==> src/rtl/line_drawer.sv <==
// All-octant Bresenham line walker feeding the VGA pixel-write port.
// One pixel per clock, responder side of the start/done handshake.
module line_drawer #(
   parameter int unsigned XW = 9,
   parameter int unsigned YW = 8,
   parameter int unsigned CW = 3
) (
   input  logic          clk,
   input  logic          reset_n,
   input  logic          start,
   input  logic [XW-1:0] x0,
   input  logic [XW-1:0] x1,
   input  logic [YW-1:0] y0,
   input  logic [YW-1:0] y1,
   input  logic [CW-1:0] colour,
   output logic          plot,
   output logic [XW-1:0] x,
   output logic [YW-1:0] y,
   output logic [CW-1:0] col_out,
   output logic          done
);

   localparam int unsigned MW = (XW > YW) ? XW : YW;
   localparam int unsigned DW = MW + 1;
   localparam int unsigned EW = MW + 2;

   typedef enum logic [1:0] {S_IDLE, S_INIT, S_DRAW, S_DONE} state_t;

   state_t               state_q;
   logic [XW-1:0]        x_q, x1_q;
   logic [YW-1:0]        y_q, y1_q;
   logic [CW-1:0]        col_q;
   logic signed [DW-1:0] dx_q, dy_q;
   logic                 sx_neg_q, sy_neg_q;
   logic signed [EW-1:0] err_q;

   logic signed [DW-1:0] x0_s, x1_s, y0_s, y1_s, dx_c, dy_c;
   logic signed [EW-1:0] e2_c, dx_e, dy_e, err_d;
   logic [XW-1:0]        x_d;
   logic [YW-1:0]        y_d;
   logic                 at_end_c;

   // Setup math (INIT) uses x_q/y_q, which already hold the latched start point.
   always_comb begin
      x0_s = $signed({{(DW-XW){1'b0}}, x_q});
      x1_s = $signed({{(DW-XW){1'b0}}, x1_q});
      y0_s = $signed({{(DW-YW){1'b0}}, y_q});
      y1_s = $signed({{(DW-YW){1'b0}}, y1_q});
      dx_c = (x1_s > x0_s) ? (x1_s - x0_s) : (x0_s - x1_s);
      dy_c = (y1_s > y0_s) ? (y0_s - y1_s) : (y1_s - y0_s);
   end

   // One Bresenham step; both axis updates may fire together.
   always_comb begin
      dx_e     = EW'(dx_q);
      dy_e     = EW'(dy_q);
      e2_c     = err_q <<< 1;
      err_d    = err_q;
      x_d      = x_q;
      y_d      = y_q;
      at_end_c = (x_q == x1_q) && (y_q == y1_q);
      if (e2_c >= dy_e) begin
         err_d = err_d + dy_e;
         x_d   = sx_neg_q ? (x_q - XW'(1)) : (x_q + XW'(1));
      end
      if (e2_c <= dx_e) begin
         err_d = err_d + dx_e;
         y_d   = sy_neg_q ? (y_q - YW'(1)) : (y_q + YW'(1));
      end
   end

   always_ff @(posedge clk or negedge reset_n) begin
      if (!reset_n) begin
         state_q  <= S_IDLE;
         x_q      <= '0;
         y_q      <= '0;
         x1_q     <= '0;
         y1_q     <= '0;
         col_q    <= '0;
         dx_q     <= '0;
         dy_q     <= '0;
         sx_neg_q <= 1'b0;
         sy_neg_q <= 1'b0;
         err_q    <= '0;
      end else begin
         case (state_q)
            S_IDLE: begin
               if (start) begin
                  x_q     <= x0;
                  y_q     <= y0;
                  x1_q    <= x1;
                  y1_q    <= y1;
                  col_q   <= colour;
                  state_q <= S_INIT;
               end
            end
            S_INIT: begin
               dx_q     <= dx_c;
               dy_q     <= dy_c;
               sx_neg_q <= !(x_q < x1_q);
               sy_neg_q <= !(y_q < y1_q);
               err_q    <= EW'(dx_c) + EW'(dy_c);
               state_q  <= S_DRAW;
            end
            S_DRAW: begin
               if (at_end_c) begin
                  state_q <= S_DONE;
               end else begin
                  x_q   <= x_d;
                  y_q   <= y_d;
                  err_q <= err_d;
               end
            end
            S_DONE: begin
               if (!start) state_q <= S_IDLE;
            end
            default: state_q <= S_IDLE;
         endcase
      end
   end

   assign plot    = (state_q == S_DRAW);
   assign done    = (state_q == S_DONE);
   assign x       = x_q;
   assign y       = y_q;
   assign col_out = col_q;

endmodule

==> config.mk <==
export PLATFORM = sky130hd
export DESIGN_NAME = line_drawer
export DESIGN_NICKNAME = d
export VERILOG_FILES = /design/src/rtl/line_drawer.sv
export SDC_FILE = /design/constraint.sdc
export NUM_CORES = 1
export LEC_CHECK = 0
export CORE_MARGIN = 2
export CORE_UTILIZATION = 54
export CTS_CLUSTER_DIAMETER = 200
export DETAILED_ROUTE_END_ITERATION = 12
export PLACE_DENSITY = 0.87
export SETUP_SLACK_MARGIN = 0.4
export SYNTH_ARGS = -nofsm -noshare
export SYNTH_HDL_FRONTEND = slang
export SYNTH_SLANG_ARGS = --single-unit
==> constraint.sdc <==
create_clock -name clk -period 3.75 [get_ports clk]
set_input_delay 0.375 -clock clk [delete_from_list [all_inputs] [get_ports clk]]
set_output_delay 0.375 -clock clk [all_outputs]
set_load 0.02 [all_outputs]
# Yosys cells after proc, flatten, opt, wreduce, memory -nomap -nowiden
# Index checks and enable logic that the tools add are counted.
# classes
muxes	20
order_cmp	6
add_sub_neg	11
n_reduce_logical	11
eq_ne	11
# ops
cell	n
$mux W9	4
$mux W11	3
$mux W8	4
$add A11 B10 Y11	2
$pmux W11 S2	1
$mux W10	2
$sub A9 B9 Y10	2
$pmux W9 S2	1
$sub A8 B8 Y9	2
$pmux W8 S2	1
$add A10 B10 Y11	1
$ge A11 B10 Y1	1
$le A11 B10 Y1	1
$add A9 B1 Y9 const B	1
$eq A9 B9 Y1	1
$gt A9 B9 Y1	1
$lt A9 B9 Y1	1
$sub A9 B1 Y9 const B	1
$add A8 B1 Y8 const B	1
$eq A8 B8 Y1	1
$gt A8 B8 Y1	1
$lt A8 B8 Y1	1
$pmux W2 S4	1
$reduce_and A4 Y1	2
12 further kinds	22
# totals
input_bits	40
reg_bits	72
elab_cells	70
output_inout_bits	22

# Longest topological paths before layout
# Gate-level depths: netlist (run 1).
# logic_depth
depth_word	6
ltp_mapped	20
mapped_depth_nobuf	19

# Worst setup path before layout (run 1)
# No wires, ideal clock.
# synth_path
kind	reg-to-reg
from	reg x_q[5] (netlist: x[5])
to	reg err_q[9]
required_time_ns	3.660
arrival_time_ns	3.997
stages_incl_launch_ff	18
setup_slack_ns	-0.338
setup_time_ns	0.090
path_buffers	0
period_less_slack_ns	4.088
path_cell_list	dfrtp_1 -> inv_1 -> ha_1 -> a21oi_1 -> o21ai_4 -> nor3b_4 -> o221ai_1 -> a41o_1 -> nand2_1 -> xnor2_1 -> ha_1 -> or3_1 -> o211ai_1 -> o21ai_0 -> and3_1 -> or3b_1 -> mux2_2 -> o221ai_1
# synth_via
elab_chain_cells	4
elab_cells_between_ends	10
classes_between	add/sub (3); order compare (1); eq/ne (2); mux (2); reduce/logical (2)
# synth_lines
item	line_no	text
start: declaration	30	logic [XW-1:0] x_q, x1_q;
start signal: assignment	75	x_q <= '0;
start signal: assignment	89	x_q <= x0;
start signal: assignment	109	x_q <= x_d;
$sub A9 B9 Y10 / $gt A9 B9 Y1 (equally long branches)	49	dx_c = (x1_s > x0_s) ? (x1_s - x0_s) : (x0_s - x1_s);
$mux W10 *	49	
named net dx_c[5]	37	logic signed [DW-1:0] x0_s, x1_s, y0_s, y1_s, dx_c, dy_c;
$add A10 B10 Y11 *	102	err_q <= EW'(dx_c) + EW'(dy_c);
$pmux W11 S2 *	86	case (state_q)
end signal: assignment	102	
end signal: assignment	111	err_q <= err_d;
end: declaration	35	logic signed [EW-1:0] err_q;
# Mark *: on every way through the listed nets, which the timed path passes. The rest lies on a longest branch.
# A chain may end at the register's enable or synchronous reset.

# Worst setup path in the final report (run 1)
# layout_path
from	reg x_q[8] (netlist: x[8])
to	reg err_q[9]
# layout_via
elab_chain_cells	4
elab_cells_between_ends	10
classes_between	add/sub (3); order compare (1); eq/ne (2); mux (2); reduce/logical (2)
# layout_lines
item	line_no
$gt A9 B9 Y1	49
$mux W10	49
named net dx_c[6]	37
$add A10 B10 Y11	102
$pmux W11 S2	86
# The timed path passes the listed nets, and every way through them passes these cells.

==> summary.md, run 1 <==
| Metric | Value |
|---|---|
| Outcome | finished with violations |
| Failing checks | negative setup slack |
| WL final | 22,500 µm |
| Cts bufs inserted | 9 |
| Crit. End Element | flop |
| Clock Tree Buf Depth | 2 |
| Vias | roughly 7,100 |
| Clock sink count | 70 |
| Worst path cell trace | inv_2, ha_4, a21oi_4, and2_4, nor3b_4, buf_6, nor2_4, buf_4, a211oi_2, a2bb2oi_2, xnor2_2, ha_2, or3_1, o211ai_1, o21ai_2, and3_1, or3b_1, mux2_4, o221ai_2 |
| Largest family of logic cells by synthesized area | adder cells |
| Drt wl/cell | between 15 and 20 µm |
| IO Port Bufs | a little over 60 |
| Setup Crit Path Kind | reg -> reg |
| Post-Syn Nets | 949 |
| Yosys cell types | between 70 and 80 |
| Final hold violation count | 0 |
| Crit path required time | between 4 and 5 ns |
| Vias/cell | 5.97 |
| Worst setup margin | -0.142 ns |
| Slew HR | 0.192 |
| H-tree depth | 3 |
| Setup TNS | -0.236 ns |
| Ports | between 60 and 70 |
| Worst-margin pin slew | approximately 1.2 ns |
| Mux share of post-synthesis cell area | 0.0947 |
| Simple-gate share of the synthesized area | 0.147 |
| Detailed Route Iter0 Violations | about 600 |
| Worst-path maximum fanout | 6 |
| Die height | roughly 120 µm |
| Initial antenna violation count | 0 |
| Top-area cell type share of the netlist area | 0.247 |
| Final net count | 1,158 |
| Number of fill cells | slightly above 800 |
| Mapped Area | 7080 µm² |
| Post-synth top area cell | dfrtp_1 |
| Starting Density | 0.556 |
| Multi-input gate area | between 5000 and 6000 µm² |
| Worst skew pair latency | between 0.3 and 0.4 ns |
| Fmax | between 200 and 300 MHz |
| Max Cap Viol | 0 |
| First-pass GRT wire length | 33,300 µm |
| Syn. warnings | 0 |
| Storage cell area | 1770 µm² |
| Clock Pin Slew Worst Setup and Hold Paths | 0.06 ns |
| Pre-antenna DRT Iters | 6 |
| Critical Path AT | between 4 and 5 ns |
| Largest net degree at the start of global routing | just over 70 |
| Antenna-violating nets left | 0 |
| Syn Area/Cell | roughly 8.8 µm² |
| Post-Syn Instances | ~800 |
| DRC errors left | 0 |
| Total Routing Usage GR | 0.294 |
| Synth area leaders | dfrtp_1, ha_1, mux2_2 |
| Final Core Density | 0.781 |
| Top_reg_cell synth | dfrtp_1 |
| Fin. max-slew vios | 0 |
| Die Footprint | approximately 14,000 µm² |
| Hpwl dp | roughly 15,000 µm |
| GRT overflow | 0 |
| Post-CTS Hold Fix Bufs | 0 |
| XOR/XNOR Fraction of Synth Area | 0.0520 |
| Routability cong. | roughly 0.94 |
| Yosys reg bits | 70 |
| Clk Tree Root Cell | clkbuf_16 |
| RSZ-0062 raised after global routing | yes |
| Area Growth Syn to Fin | 40.3% |
| Antenna cells | 0 |
| Sequential fraction of the synthesis area | 0.247 |
| CP startpoint kind | flop |
| Final Skew | around 0.0078 ns |
| Minimum clock period after layout | just under 4 ns |
| Share of cells above drive strength 1 | 0.335 |
| Site Rows | 41 |
| Hold Crit Class | in -> async |
| Chip width | around 120 µm |
| Compound-Gate Fraction of Synth Area | 0.197 |
| Crit path max-delay cell type | dfrtp_2 |
| Async set-or-reset flop fraction in the synthesized netlist | 1.00 |
| Fin crit share | 1.04 |
| Vias in the first global route | 6,878 |
| Final setup fails | 2 |
| Largest stage delay on the critical path | approximately 0.4 ns |
| Area share of fa/ha/maj cells after synthesis | 0.199 |
| Total core area | 12,700 µm² |
| Post-synth EDFFs | 0 |
| CTS tree | built |
==> state kept, by name, indices dropped and copies added, names as in the netlist, 2 cells and up <==
register / cells
dx_q: 10
err_q: 10
dy_q: 9
x1_q: 9
x: 9
y1_q: 8
y: 8
col_out: 3
state_q: 2
==> cells in the mapped netlist (3+ instances only) <==
library cell	count
nand3_1	16
o221ai_1	4
nor3_1	20
xor2_1	10
or2_2	4
nand4_1	8
a21boi_0	3
and3_1	6
ha_1	98
o2111ai_1	5
nor2b_1	20
fa_1	9
nand2_1	47
o21a_1	3
o21ai_0	56
inv_1	91
a21o_1	16
nand3b_1	3
nor2_1	36
dfrtp_1	70
a31oi_1	4
and2_1	3
nand2b_1	7
o211ai_1	5
o31ai_1	5
buf_4	3
a21oi_1	67
xnor2_1	32
a211oi_1	7
buf_2	4
mux2_2	39
or3_1	5
clkbuf_1	13
o21bai_1	4
mux2i_1	22
==> placed cells by master, fill, tap and decap left out, types with 5 or more instances in the layout <==
| cell type | netlist | final |
|---|---|---|
| xnor2_1 | 32 | 26 |
| clkdlybuf4s50_1 | 0 | 60 |
| a21o_1 | 16 | 16 |
| ha_4 | 0 | 13 |
| nor2b_1 | 20 | 19 |
| xnor2_2 | 0 | 6 |
| o21ai_1 | 2 | 7 |
| o21ai_0 | 56 | 48 |
| buf_6 | 1 | 7 |
| buf_4 | 3 | 150 |
| a21oi_1 | 67 | 53 |
| mux2_4 | 0 | 5 |
| clkbuf_16 | 0 | 9 |
| o211ai_1 | 5 | 5 |
| mux2i_1 | 22 | 19 |
| a21oi_2 | 2 | 13 |
| xor2_1 | 10 | 10 |
| mux2_2 | 39 | 35 |
| ha_1 | 98 | 81 |
| nor2_1 | 36 | 33 |
| dfrtp_1 | 70 | 54 |
| nand3_2 | 2 | 5 |
| dfrtp_2 | 0 | 16 |
| inv_2 | 0 | 5 |
| nor3_1 | 20 | 14 |
| nand4_1 | 8 | 8 |
| fa_1 | 9 | 5 |
| a211oi_1 | 7 | 7 |
| nand3_1 | 16 | 10 |
| nand2_1 | 47 | 45 |
| inv_1 | 91 | 86 |
| and3_1 | 6 | 6 |
| nand2b_1 | 7 | 7 |
==> per-stage QoR <==
stage / hold WS, ns / instances / cell area, µm² / worst slack (ns)
after global placement: 0.488 / 1129 / 8830 / -0.0451
after CTS: 0.219 / 1164 / 9460 / -0.0724
final: 0.168 / 1187 / 9930 / -0.142
after detailed placement: 0.493 / 1129 / 8830 / -0.113
after global routing: 0.251 / 1187 / 9930 / -0.285
after floorplan: 0.0794 / 802 / 7260 / -0.0828
==> layer usage <==
layer | wire length [µm] | global-route usage
met5 | 0 | 0
met4 | 774 | 0.112
met3 | 1360 | 0.0396
met2 | 11000 | 0.505
met1 | 9320 | 0.375
==> final cells by class <==
cell class	count	share of cell area
Sequential cell	70	0.178
Clock buffer	13	0.0252
Timing Repair Buffer	220	0.188
Multi-Input combinational cell	619	0.551
Clock inverter	2	0.00101
Tap cell	172	0.0217
Inverter	91	0.0344
==> cell families after synthesis <==
logic type               count (synthesis)
AO/OA/AOI/OAI                          214
XOR/XNOR                                42
adder cells (fa/ha/maj)                107
buffers and inverters                  113
flip-flops                              70
multiplexers                            62
AND/OR/NAND/NOR                        194
==> worst paths after layout <==
kind                       cells after the start    endpoint  startpoint  slack [ns]
setup / recovery                              19    err_q[9]        x[8]       -0.14
hold / removal                                 1     dy_q[2]     reset_n        0.17
setup reg to reg                              19    err_q[9]        x[8]       -0.14
hold reg to reg                                1  col_out[1]  col_out[1]        0.51
max in group asynchronous                      1        x[4]     reset_n        2.88
min in group clk                               1  col_out[1]  col_out[1]        0.51
==> critical path: cells and delay by family (launching register included) <==
family | cells | cell delay (ns)
AO/OA/AOI/OAI | 6 | 0.86
XOR/XNOR | 1 | 0.11
adder cells (fa/ha/maj) | 2 | 0.45
buffers and inverters | 3 | 0.36
flip-flops | 1 | 0.40
multiplexers | 1 | 0.27
AND/OR/NAND/NOR | 6 | 1.33
==> timing repair <==
item                                    4_1_cts  5_1_grt
buffers inserted                             19       23
pin swaps                                    36       44
gates resized for setup                      41       55
gates cloned                                  1        0
endpoints found under the setup margin        7        7
Power of run 1 is not shown: default switching activity piles up to over one toggle a cycle in this logic, so the estimate is an artifact.
==> run 2, diff against run 1 <==
--- a/config.mk
+++ b/config.mk
@@ -6,10 +6,11 @@
 export NUM_CORES = 1
 export LEC_CHECK = 0
 export CORE_MARGIN = 2
-export CORE_UTILIZATION = 54
+export CORE_UTILIZATION = 60
 export CTS_CLUSTER_DIAMETER = 200
 export DETAILED_ROUTE_END_ITERATION = 12
-export PLACE_DENSITY = 0.87
+export HOLD_SLACK_MARGIN = 0.15
+export PLACE_DENSITY = 0.91
 export SETUP_SLACK_MARGIN = 0.4
 export SYNTH_ARGS = -nofsm -noshare
 export SYNTH_HDL_FRONTEND = slang
==> constraint.sdc (replaced) <==
create_clock -name clk -period 4.39 [get_ports clk]
set_input_delay 0.439 -clock clk [delete_from_list [all_inputs] [get_ports clk]]
set_output_delay 0.439 -clock clk [all_outputs]
set_load 0.02 [all_outputs]
==> run 2 against run 1 <==
Effect of this change: the flow now finishes without violations; final area decreased by 11%; fmax decreased by 8.5%; clock skew increased by 0.00090 ns; global-route usage increased by 2.5 points; count of clock-buffer cells in the layout decreased by 1; die area decreased by 9.7%; final cell count decreased by 11%; setup slack improved by 0.28 ns; sequential cell count unchanged; critical endpoint is now err_q[8].
==> summary.md, run 2 (same netlist as run 1, synthesis figures left out) <==
| Metric | Value |
|---|---|
| Setup Crit Path Kind | reg -> reg |
| Fmax | around 240 MHz |
| Vias/cell | slightly below 7 |
| Final setup fails | 0 |
| Worst skew pair latency | between 0.3 and 0.4 ns |
| Fin crit share | 0.969 |
| WL final | roughly 24,000 µm |
| Final hold violation count | 0 |
| Crit path max-delay cell type | fa_2 |
| Vias in the first global route | about 6,600 |
| Minimum clock period after layout | roughly 4.3 ns |
| CTS tree | built |
| Placed cell count | between 900 and 1,000 |
| Hold Crit Class | in -> async |
| Worst hold slack | 0.247 ns |
| Crit path required time | ~4.6 ns |
| Initial antenna violation count | 0 |
| Clock sink count | 70 |
| Top Registers | dx_q (10), err_q (10) |
| Hpwl dp | around 14,000 µm |
| Fin. max-slew vios | 0 |
| Share of cells above drive strength 1 | 0.214 |
| Clk Tree Root Cell | clkbuf_16 |
| Slew HR | 0.261 |
| Final Core Density | 0.773 |
| Die height | 113 µm |
| Setup TNS | 0 ns |
| Chip width | 113 µm |
| IO Port Bufs | 61 |
| Worst-path maximum fanout | 7 |
| Largest net degree at the start of global routing | a little over 70 |
| Clock Pin Slew Worst Setup and Hold Paths | 0.06 ns |
| Area Growth Syn to Fin | 25.2% |
| Total core area | approximately 11,000 µm² |
| First-pass GRT wire length | 32,300 µm |
| DRC errors left | 0 |
| Commonest cells after routing, fill and taps aside | inv_1, ha_1, a21oi_1 |
| GRT overflow | 0 |
| Routability cong. | between 0.9 and 1 |
| Antenna cells | 0 |
| Largest stage delay on the critical path | 0.46 ns |
| Starting Density | 0.617 |
| RSZ-0062 raised after global routing | yes |
| Total Routing Usage GR | 0.319 |
| Max Cap Viol | 0 |
| H-tree depth | 3 |
| Detailed Route Iter0 Violations | between 900 and 1,000 |
| Cts bufs inserted | 9 |
| Crit. End Element | flop |
| CP startpoint kind | flop |
| Post-CTS Hold Fix Bufs | 0 |
| Die Footprint | ~13,000 µm² |
| Antenna-violating nets left | 0 |
| CP top delay family | compound AO/OA/AOI/OAI gates |
| Final Skew | a little under 0.009 ns |
| Worst path cell trace | ha_4, fa_2, nor2_4, nor3b_4, buf_6, nor2_4, mux2i_2, xor2_1, ha_1, a21o_1, a21oi_1, o21ai_0, a21oi_1, o21ai_0, xnor2_1, o2bb2ai_1, a221oi_1 |
| Clock Tree Buf Depth | 2 |
| Worst-margin pin slew | between 1 and 1.5 ns |
| Commonest non-fill, non-tap cell in the layout | inv_1 |
| Final cell count without fillers | 1,051 |
| Drt wl/cell | 22.5 µm |
| Buffers and inverters on the worst path | 1 |
| Ports | between 60 and 70 |
| Critical Path AT | about 4.5 ns |
| Outcome | finished clean |
| Pre-antenna DRT Iters | 6 |
| Vias | between 7,000 and 8,000 |
| Final net count | about 1,100 |
| Flop2flop setup slack | approximately 0.14 ns |
| Site Rows | 39 |
-- run 2: cell count changes in the layout (fill, tap and decap cells not counted), moves of 4 or more --
cell / change
buf_4: -100
a21oi_1: +9
a21oi_2: -9
buf_6: -6
dfrtp_1: +4
dfrtp_2: -4
mux2_4: -4
o21ai_0: +4
xnor2_1: +4
xnor2_2: -4
-- run 2: final cells by class --
| cell class | count | area [µm²] |
|---|---|---|
| Clock buffer | 12 | 236 |
| Clock inverter | 4 | 95.1 |
| Fill cell | 652 | 2600 |
| Inverter | 91 | 344 |
| Multi-Input combinational cell | 619 | 5240 |
| Sequential cell | 70 | 1770 |
| Tap cell | 143 | 179 |
| Timing Repair Buffer | 112 | 1010 |
-- run 2: layer usage --
layer	routed length, µm	share of wire	GRT usage
met1	8650	0.37	0.408
met2	11100	0.47	0.524
met3	2300	0.097	0.0502
met4	1600	0.067	0.166
met5	0	0	0
-- run 2: path summary, 6_finish.rpt --
path,start,endpoint,cells after the start
setup / recovery,x[0],err_q[8],17
hold / removal,reset_n,dy_q[2],1
setup reg to reg,x[0],err_q[8],17
hold reg to reg,col_out[0],col_out[0],1
max in group asynchronous,reset_n,x[5],1
min in group clk,col_out[0],col_out[0],1
-- run 2: through the flow --
stage	worst slack [ns]	area, µm²
CTS	0.402	8530
finish	0.136	8860
floorplan	0.402	7110
global route	0.0549	8860
global placement	0.266	7890
detailed placement	0.105	7890
-- run 2: worst reg2reg max path, delay by kind of cell, from the launching register on --
kind	cells	cell delay [ns]
AOI/OAI and AO/OA	7	1.32
xor gates and xnor gates	2	0.48
adders and majority gates	3	1.00
buffers and inverters	1	0.15
DFF	1	0.43
muxes	1	0.35
and+or+nand+nor	3	0.43
-- run 2: what timing repair did --
item                                    in CTS  in global routing
buffers inserted                            16                 22
pin swaps                                   16                 17
endpoints found under the setup margin       2                  5
resized for setup                           42                 36
gates cloned                                 0                  0
Power of run 2 is left out for the same reason.
==> run 3, diff against run 2 <==
--- a/config.mk
+++ b/config.mk
@@ -11,6 +11,7 @@
 export DETAILED_ROUTE_END_ITERATION = 12
 export HOLD_SLACK_MARGIN = 0.15
 export PLACE_DENSITY = 0.91
+export RECOVER_POWER = 25
 export SETUP_SLACK_MARGIN = 0.4
 export SYNTH_ARGS = -nofsm -noshare
 export SYNTH_HDL_FRONTEND = slang
==> constraint.sdc (replaced) <==
create_clock -name clk -period 4.65 [get_ports clk]
set_input_delay 0.465 -clock clk [delete_from_list [all_inputs] [get_ports clk]]
set_output_delay 0.465 -clock clk [all_outputs]
set_load 0.02 [all_outputs]
==> run 3 against run 2 <==
Effect of this change: the flow now finishes with violations (max-capacitance violations, max-slew violations); die area unchanged; final cell count down 3.1%; fmax increased by 3.9%; routed wire length is 17% lower; critical endpoint is now err_q[9]; sequential share of layout area up 0.83 points; first-iteration DRC count is 37% lower; final area is 4.2% lower; clock skew up 0.00091 ns.
==> summary.md, run 3 (same netlist as run 1, synthesis figures left out) <==
| Metric | Value |
|---|---|
| Final Cell Area | 8490 µm² |
| Clock sink count | 70 |
| Antenna-violating nets left | 0 |
| Total core area | 11,500 µm² |
| Clk Tree Root Cell | clkbuf_16 |
| Drt wl/cell | 19.4 µm |
| Setup Crit Path Kind | reg -> reg |
| Largest stage delay on the critical path | 0.42 ns |
| Vias in the first global route | about 6,400 |
| WL final | roughly 20,000 µm |
| Minimum clock period after layout | about 4 ns |
| Failing checks | max-capacitance violations, max-slew violations |
| Vias/cell | between 6 and 7 |
| Top cell by count, worst path | o221ai_1 |
| Max Cap Viol | 1 |
| Routability cong. | around 0.95 |
| Critical Path AT | between 4 and 5 ns |
| Fin. max-slew vios | just over 70 |
| Initial antenna violation count | 0 |
| IO Port Bufs | between 60 and 70 |
| Buffers and inverters on the worst path | 1 |
| Detailed Route Iter0 Violations | ~580 |
| Final Core Density | 0.740 |
| Final hold violation count | 0 |
| Clock Pin Slew Worst Setup and Hold Paths | about 0.06 ns |
| DRC errors left | 0 |
| Final net count | 1,020 |
| Worst-margin pin slew | ~1.9 ns |
| Final setup fails | 0 |
| Hold Crit Class | reg -> reg |
| Largest net degree at the start of global routing | between 70 and 80 |
| Post-CTS Hold Fix Bufs | 0 |
| Top Registers | dx_q (10), err_q (10) |
| Starting Density | 0.617 |
| Site Rows | 39 |
| Cts bufs inserted | 9 |
| Clock Tree Buf Depth | 2 |
| Total Routing Usage GR | 0.299 |
| Setup TNS | 0 ns |
| Hpwl dp | about 14,000 µm |
| Ports | 62 |
| Flop2flop setup slack | 0.55 ns |
| Outcome | finished with violations |
| GRT overflow | 0 |
| Vias | around 6,500 |
| Crit path required time | a little under 5 ns |
| RSZ-0062 raised after global routing | no |
| Final Skew | 0.00962 ns |
| Crit. End Element | flop |
| Worst hold slack | 0.505 ns |
| Die Footprint | between 10,000 and 15,000 µm² |
| Commonest non-fill, non-tap cell in the layout | inv_1 |
| Crit path max-delay cell type | dfrtp_1 |
| CP top delay family | simple AND/OR/NAND/NOR gates |
| Worst skew pair latency | around 0.34 ns |
| Slew HR | -0.250 |
| CP startpoint kind | flop |
| Number of fill cells | approximately 760 |
| Chip width | between 100 and 150 µm |
| Commonest cells after routing, fill and taps aside | inv_1, ha_1, a21oi_1 |
| Antenna cells | 0 |
| Pre-antenna DRT Iters | 7 |
| Worst-path maximum fanout | 7 |
| Post-DP Area | approximately 7800 µm² |
| First-pass GRT wire length | around 30,000 µm |
| Share of cells above drive strength 1 | 0.170 |
| Die height | between 100 and 150 µm |
| CTS tree | built |
| Fmax | 244 MHz |
| Area Growth Syn to Fin | 19.9% |
| H-tree depth | 3 |
| Worst path cell trace | inv_1, ha_4, a21o_1, nor3_2, nor3_4, and2_4, mux2i_2, o221ai_1, xor2_1, ha_1, o211ai_1, o21ai_1, and3_1, or3b_1, mux2_2, o221ai_1 |
| Fin crit share | 0.881 |
[run 3: worst paths after layout]
kind / startpoint / to / cells after the start
hold reg to reg: col_out[1] / col_out[1] / 1
min in group asynchronous: reset_n / dy_q[1] / 1
setup reg to reg: y[6] / err_q[9] / 16
hold / removal: col_out[1] / col_out[1] / 1
max in group asynchronous: reset_n / x[7] / 1
setup / recovery: y[6] / err_q[9] / 16
[run 3: layer usage]
metal | wire length [µm] | vias to the layer above | GRT usage | share of wire
li1 | - | 3000 | - | -
met1 | 7970 | 3164 | 0.387 | 0.40
met2 | 9790 | 312 | 0.507 | 0.50
met3 | 1430 | 64 | 0.0583 | 0.073
met4 | 539 | 0 | 0.0927 | 0.027
met5 | 0 | - | 0 | 0
[run 3: worst register-to-register path, stage by stage, from the launching register on]
cell and delay (ns):
dfrtp_1 0.42, inv_1 0.13, ha_4 0.33, a21o_1 0.23, nor3_2 0.09, nor3_4 0.24
and2_4 0.24, mux2i_2 0.22, o221ai_1 0.15, xor2_1 0.35, ha_1 0.34, o211ai_1 0.24
o21ai_1 0.12, and3_1 0.19, or3b_1 0.36, mux2_2 0.26, o221ai_1 0.07
[run 3: layout make-up]
cell class | instances | area (µm²) | area share
Inverter | 91 | 342 | 0.0402
Clock inverter | 2 | 10.0 | 0.00118
Tap cell | 143 | 179 | 0.0211
Sequential cell | 70 | 1760 | 0.208
Multi-Input combinational cell | 621 | 5200 | 0.612
Clock buffer | 11 | 253 | 0.0298
Timing Repair Buffer | 80 | 748 | 0.0881
[run 3: per-stage QoR]
| stage | cells | setup slack [ns] |
|---|---|---|
| 6_report | 1018 | 0.555 |
| 5_1_grt | 1018 | 0.318 |
| 4_1_cts | 1004 | 0.380 |
| 3_5_place_dp | 988 | 0.311 |
| 3_3_place_gp | 988 | 0.366 |
| 2_1_floorplan | 802 | 0.562 |
[run 3: what timing repair did]
| action | 4_1_cts | 5_1_grt |
|---|---|---|
| pin swaps | 1 | 14 |
| setup buffers | 3 | 12 |
| cloned | 0 | 2 |
| setup endpoints to repair | 2 | 3 |
| gates resized for setup | 12 | 56 |
Power of run 3 is left out for the same reason.
